## config.mk

```make
export PLATFORM = sky130hd
export DESIGN_NAME = board_debug_monitor
export DESIGN_NICKNAME = d
export VERILOG_FILES = /design/src/rtl/board_debug_monitor.sv
export SDC_FILE = /design/constraint.sdc
export NUM_CORES = 1
export LEC_CHECK = 0
export CORE_UTILIZATION = 46
export DETAILED_ROUTE_END_ITERATION = 8
export PLACE_DENSITY = 0.79
export SYNTH_ARGS = -nofsm -noshare
export SYNTH_HDL_FRONTEND = slang
export SYNTH_SLANG_ARGS = --single-unit
```

## constraint.sdc

```tcl
create_clock -name clk -period 3.05 [get_ports clk]
set_input_delay 0.7625 -clock clk [delete_from_list [all_inputs] [get_ports clk]]
set_output_delay 0.7625 -clock clk [all_outputs]
set_load 0.05 [all_outputs]
```

## src/rtl/board_debug_monitor.sv

```systemverilog
// On-board debug monitor: slow bus clock generator (run/halt/single-step),
// debounced push-buttons, and a paged, freezable seven-segment probe display.
module board_debug_monitor #(
    parameter int NUM_CH   = 8,
    parameter int DIV_HALF = 25000000,
    parameter int DB_CYC   = 500000,
    parameter int PAGE_W   = 1
) (
    input  logic                  clk,
    input  logic                  reset,
    input  logic                  run,
    input  logic                  step_key_n,
    input  logic                  page_key_n,
    input  logic                  freeze_key_n,
    input  logic [NUM_CH*8-1:0]   probe_bus,
    output logic                  slow_clk,
    output logic                  slow_tick,
    output logic [PAGE_W-1:0]     page,
    output logic                  frozen,
    output logic [6:0]            hex0,
    output logic [6:0]            hex1,
    output logic [6:0]            hex2,
    output logic [6:0]            hex3,
    output logic [6:0]            hex4,
    output logic [6:0]            hex5,
    output logic [6:0]            hex6,
    output logic [6:0]            hex7
);

    localparam int NUM_PAGES = NUM_CH / 4;
    localparam int CNT_W     = (DIV_HALF > 1) ? $clog2(DIV_HALF) : 1;
    localparam int DB_W      = (DB_CYC > 1) ? $clog2(DB_CYC) : 1;
    localparam int PAD_CH    = 4 * (2 ** PAGE_W);

    // Key index: 0 = step, 1 = page, 2 = freeze.
    logic [2:0]      key_raw;
    logic [2:0]      sync1;
    logic [2:0]      sync2;
    logic [2:0]      level;
    logic [2:0]      press;
    logic [DB_W-1:0] db_cnt [3];

    assign key_raw = {freeze_key_n, page_key_n, step_key_n};

    always_ff @(posedge clk or negedge reset) begin
        if (!reset) begin
            sync1 <= '1;
            sync2 <= '1;
            level <= '1;
            press <= '0;
            for (int k = 0; k < 3; k++) db_cnt[k] <= '0;
        end else begin
            sync1 <= key_raw;
            sync2 <= sync1;
            press <= '0;
            for (int k = 0; k < 3; k++) begin
                if (sync2[k] == level[k]) begin
                    db_cnt[k] <= '0;
                end else if (db_cnt[k] == DB_W'(DB_CYC - 1)) begin
                    level[k]  <= sync2[k];
                    db_cnt[k] <= '0;
                    press[k]  <= ~sync2[k];
                end else begin
                    db_cnt[k] <= db_cnt[k] + 1'b1;
                end
            end
        end
    end

    // A period in progress (high half, or count away from zero) always runs
    // to completion, which covers both single steps and run dropping mid-period.
    logic [CNT_W-1:0] div_cnt;
    logic             div_active;
    logic             div_wrap;

    always_comb begin
        div_active = run || slow_clk || (div_cnt != '0) || press[0];
        div_wrap   = (div_cnt == CNT_W'(DIV_HALF - 1));
    end

    always_ff @(posedge clk or negedge reset) begin
        if (!reset) begin
            div_cnt   <= '0;
            slow_clk  <= 1'b0;
            slow_tick <= 1'b0;
        end else begin
            slow_tick <= div_active && div_wrap && !slow_clk;
            if (div_active) begin
                if (div_wrap) begin
                    div_cnt  <= '0;
                    slow_clk <= ~slow_clk;
                end else begin
                    div_cnt <= div_cnt + 1'b1;
                end
            end
        end
    end

    logic [PAGE_W-1:0]   next_page;
    logic [NUM_CH*8-1:0] snapshot;

    always_comb begin
        if (NUM_PAGES <= 1 || int'(page) == NUM_PAGES - 1) next_page = '0;
        else                                               next_page = page + 1'b1;
    end

    always_ff @(posedge clk or negedge reset) begin
        if (!reset) begin
            page     <= '0;
            frozen   <= 1'b0;
            snapshot <= '0;
        end else begin
            if (press[1]) page   <= next_page;
            if (press[2]) frozen <= ~frozen;
            if (!frozen)  snapshot <= probe_bus;
        end
    end

    function automatic logic [6:0] seg7(input logic [3:0] n);
        case (n)
            4'h0: seg7 = 7'b1000000;
            4'h1: seg7 = 7'b1111001;
            4'h2: seg7 = 7'b0100100;
            4'h3: seg7 = 7'b0110000;
            4'h4: seg7 = 7'b0011001;
            4'h5: seg7 = 7'b0010010;
            4'h6: seg7 = 7'b0000010;
            4'h7: seg7 = 7'b1111000;
            4'h8: seg7 = 7'b0000000;
            4'h9: seg7 = 7'b0010000;
            4'hA: seg7 = 7'b0001000;
            4'hB: seg7 = 7'b0000011;
            4'hC: seg7 = 7'b1000110;
            4'hD: seg7 = 7'b0100001;
            4'hE: seg7 = 7'b0000110;
            default: seg7 = 7'b0001110;
        endcase
    endfunction

    // Snapshot is zero-padded to every page code so page selection never indexes out of range.
    logic [PAD_CH*8-1:0] snap_pad;
    logic [7:0]          chan [PAD_CH];
    logic [7:0]          chan_sel [4];
    logic [PAGE_W+1:0]   sel_idx [4];
    logic [6:0]          hex_q [8];

    always_comb begin
        snap_pad = (PAD_CH*8)'(snapshot);
        for (int c = 0; c < PAD_CH; c++) chan[c] = snap_pad[c*8 +: 8];
        for (int j = 0; j < 4; j++) begin
            sel_idx[j]  = {page, 2'(j)};
            chan_sel[j] = chan[sel_idx[j]];
        end
    end

    always_ff @(posedge clk or negedge reset) begin
        if (!reset) begin
            for (int h = 0; h < 8; h++) hex_q[h] <= 7'b1000000;
        end else begin
            for (int j = 0; j < 4; j++) begin
                hex_q[2*j]   <= seg7(chan_sel[j][3:0]);
                hex_q[2*j+1] <= seg7(chan_sel[j][7:4]);
            end
        end
    end

    assign hex0 = hex_q[0];
    assign hex1 = hex_q[1];
    assign hex2 = hex_q[2];
    assign hex3 = hex_q[3];
    assign hex4 = hex_q[4];
    assign hex5 = hex_q[5];
    assign hex6 = hex_q[6];
    assign hex7 = hex_q[7];

endmodule
```

==> flow_summary.yaml, run 1 <==
sta:
  fmax_mhz: 364.0
  timing.final.crit_period_ns: 2.747
  fin_skew_ns: 0.007756
  max-slew-margin-rel_pct: 34.36
  drv_slew: 0
  tightestPinTransition_ns: 0.9572
  rsz0062_at_grt: "no"
  tns_ns: 0
  timing.final.crit_share_pct: 90.08
  setup_viol: 0
  hold_viol: 0
clock_tree:
  cts-root-buf: "clkbuf_16"
  ctsHoldBuffers: 0
  cts_max_level: 1
  clk_path_buf_depth: 3
  postCtsSetupBuffers: 0
  clk_pin_slew_ns: 0.05
  insertion_delay_ns: 0.51
  ctsResizeCount: 0
  numCtsBuffers: 25
  cts_tree: "yes"
  cts_num_sinks: 218
global_routing:
  grt_pass1_vias: 7256
  grt_pass1_wl_um: 35610
  grt_overflow: 0
  met3_usage_pct: 2.750
  use_met1_pct: 24.38
  grt_max_degree: 80
  grt-busiest-layer: "met2"
  grtUsageMet2_pct: 32.16
  antenna_found_initial: 1
  grt_usage_pct: 18.48
setup_path:
  cp-startpoint: "page$_DFFE_PN0P_"
  rr_worst_depth: 5
  slowest_delay_ns: 0.88
  critPathMaxFanout: 12
  timing.rr.end: "hex6[3]$_DFF_PN0_"
  cp_top_family: "buffers and inverters"
  reg2reg_slack_ns: 0.56
  path_depth: 1
  timing.rr.start: "page$_DFFE_PN0P_"
  crit_path_top_delay_cell: "clkdlybuf4s50_1"
  crit_chain: "clkdlybuf4s50_1"
  cp-start-kind: "register"
  arrival_ns: 1.98
  path_class: "reg2out"
  path_buf_inv: 1
  end_kind: "output port"
  crit_required_ns: 2.29
  crit_path_end: "page"
layout:
  syn2layout_area_growth_pct: 23.94
  layout_commonest_cell: "dfrtp_1"
  final_util_pct: 58.93
  drive_gt1_share_pct: 14.38
  mostFrequentLayoutCells: "dfrtp_1 (199), clkdlybuf4s50_1 (128), nor2_1 (109)"
  multi_input_area_um2: 4780
  stdcell_area_um2: 13020
  regArea_um2: 5479
  fillers: 1744
  nets: 1190
  fin_cells: 1366
flow_run:
  drv_cap: 0
yosys:
  synth.largest_area_cell: "dfrtp_1"
  yosys_register_bits: 218
  synth_top_cell_area_share_pct: 47.88
  synth_cells: 925
  seq_area_frac_synth_pct: 52.13
  syn-num-nets: 1048
  avgSynthCellArea_um2: 11.36
  yosysUniqueCellTypes: 51
  synth_area_leaders: "dfrtp_1 (48%), mux2_2 (8.1%), ha_1 (6.3%), dfstp_2 (4.3%), nor2_1 (3.9%)"
  syn_area_um2: 10510
  yosys_warnings: 0
routing:
  vias: 7269
  vias_per_cell: 5.321
  wl_per_cell_um: 15.64
  drc: 0
  finalWirelength_um: 21370
  postRouteAntennaNets: 0
  drt_iter0_drc: 365
  firstDrtPassIters: 4
power_and_ir_drop:
  power_mw: 7.001
  sequentialPowerShare_pct: 44.1
  leakage_nw: 5.560
  switching_share_pct: 23.88
  p_sw_mw: 1.672
  vdd_drop_max_mv: 0.3280
  clockPowerShare_pct: 43.9
  power.density_nw_per_um2: 537.7
  p_comb_share_pct: 12.0
  internal-power_mw: 5.329
place:
  dp.cells: 1320
  dp_hpwl_um: 14990
  dpl-instance-area_um2: 12160
  port_buffers: 129
  gp_congestion: 0.8794
status:
  status: "finished, final reports clean"
min_path:
  hp-class: "in2async"
floorplanning:
  io_pins: 130
  start_util_pct: 47.55
  die_y_um: 153.1
  rows: 54
  coreArea_um2: 22090
  dieWidth_um: 153.1
  die-area_um2: 23450
## how the worst min path moves through the flow
stage / startpoint / endpoint / slack, ns
detailed placement: sync1[1]$_DFF_PN1_ / sync2[1]$_DFF_PN1_ / 0.35
CTS: reset / hex7[1]$_DFF_PN0_ / 0.25
floorplan: sync1[0]$_DFF_PN1_ / sync2[0]$_DFF_PN1_ / 0.35
finish: reset / hex7[1]$_DFF_PN0_ / 0.22
global route: reset / hex7[1]$_DFF_PN0_ / 0.26
global placement: sync1[1]$_DFF_PN1_ / sync2[1]$_DFF_PN1_ / 0.35
## cell type report
cell class / count / area share, %
repair buffers: 140 / 10.97
diodes: 1 / 0.01922
inverters: 33 / 0.9514
clock inverters: 4 / 0.9225
multi-input cells: 649 / 36.71
flip-flops and latches: 218 / 42.08
clock buffers: 41 / 5.651
well taps: 280 / 2.691
## cell usage after synthesis (all sizes together)
master / instances
or2: 7
a21o: 2
dfstp: 17
buf: 13
mux2i: 37
nor4: 15
inv: 33
a221o: 1
nor2: 109
nor2b: 5
a21boi: 2
nand2b: 5
nor3: 10
mux4: 6
mux2: 76
o22ai: 11
dfrtp: 201
nand4b: 3
a21oi: 16
o21ai: 24
and2: 10
a211oi: 6
or3: 1
a22o: 3
nand3: 39
and3b: 2
nand4: 26
nand4bb: 1
a31oi: 2
o311ai: 1
nor3b: 2
a32o: 7
or4: 3
ha: 53
a22oi: 3
xnor2: 29
nand2: 64
nor4b: 1
o32ai: 4
clkbuf: 12
o31ai: 4
and4: 5
xor2: 45
and3: 9
## worst reg2reg max path: cells and delay by family (launching register included)
| family | cells | cell delay (ns) |
|---|---|---|
| multiplexers | 2 | 1.03 |
| flip-flops | 1 | 0.60 |
| buffers and inverters | 2 | 0.46 |
| adder cells (fa/ha/maj) | 1 | 0.28 |
## metal layers
layer,vias up,share of wire (%)
met3,29,4.0
li1,3525,-
met2,141,50
met1,3574,45
met5,-,0
met4,0,1.5
## power by group through the flow
stage	Sequential (mW)	Combinational, mW	Clock [mW]
5_1_grt	3.10	0.905	3.29
2_1_floorplan	3.35	0.258	0
3_3_place_gp	3.13	0.829	0
6_report	3.09	0.841	3.07
3_5_place_dp	3.14	0.844	0
4_1_cts	3.09	0.849	3.15
## metrics by stage
stage          hold WS [ns]  setup slack, ns
3_5_place_dp         0.3470           0.5292
4_1_cts              0.2458           0.2635
5_1_grt              0.2629           0.2242
2_1_floorplan        0.3452           0.3787
3_3_place_gp         0.3456           0.7021
6_report             0.2222           0.3026
## cells by family (layout without fill, tap and decap cells)
| group | after synthesis | count (layout) | synth area share, % |
|---|---|---|---|
| compound gates | 86 | 86 | 5.360 |
| xor+xnor | 74 | 74 | 6.170 |
| fa+ha+maj | 53 | 53 | 6.313 |
| buf+inv | 58 | 218 | 2.370 |
| flops | 218 | 218 | 52.13 |
| mux | 119 | 119 | 12.96 |
| other cells | 0 | 1 | 0 |
| simple gates | 317 | 317 | 14.70 |
## state kept, by name, indices dropped and copies added, names as in the netlist
name       cells
snap_pad      64
db_cnt        57
div_cnt       25
hex0           7
hex1           7
hex2           7
hex3           7
hex4           7
hex5           7
hex6           7
hex7           7
level          3
press          3
sync1          3
sync2          3
frozen         1
page           1
slow_clk       1
slow_tick      1
(Power assumes the default switching activity.)
==> run 2: changes to the inputs <==
- CAP_MARGIN: unset -> 20
==> results of run 2 <==
The final DEF is identical to that of run 1; final timing and power are the same.
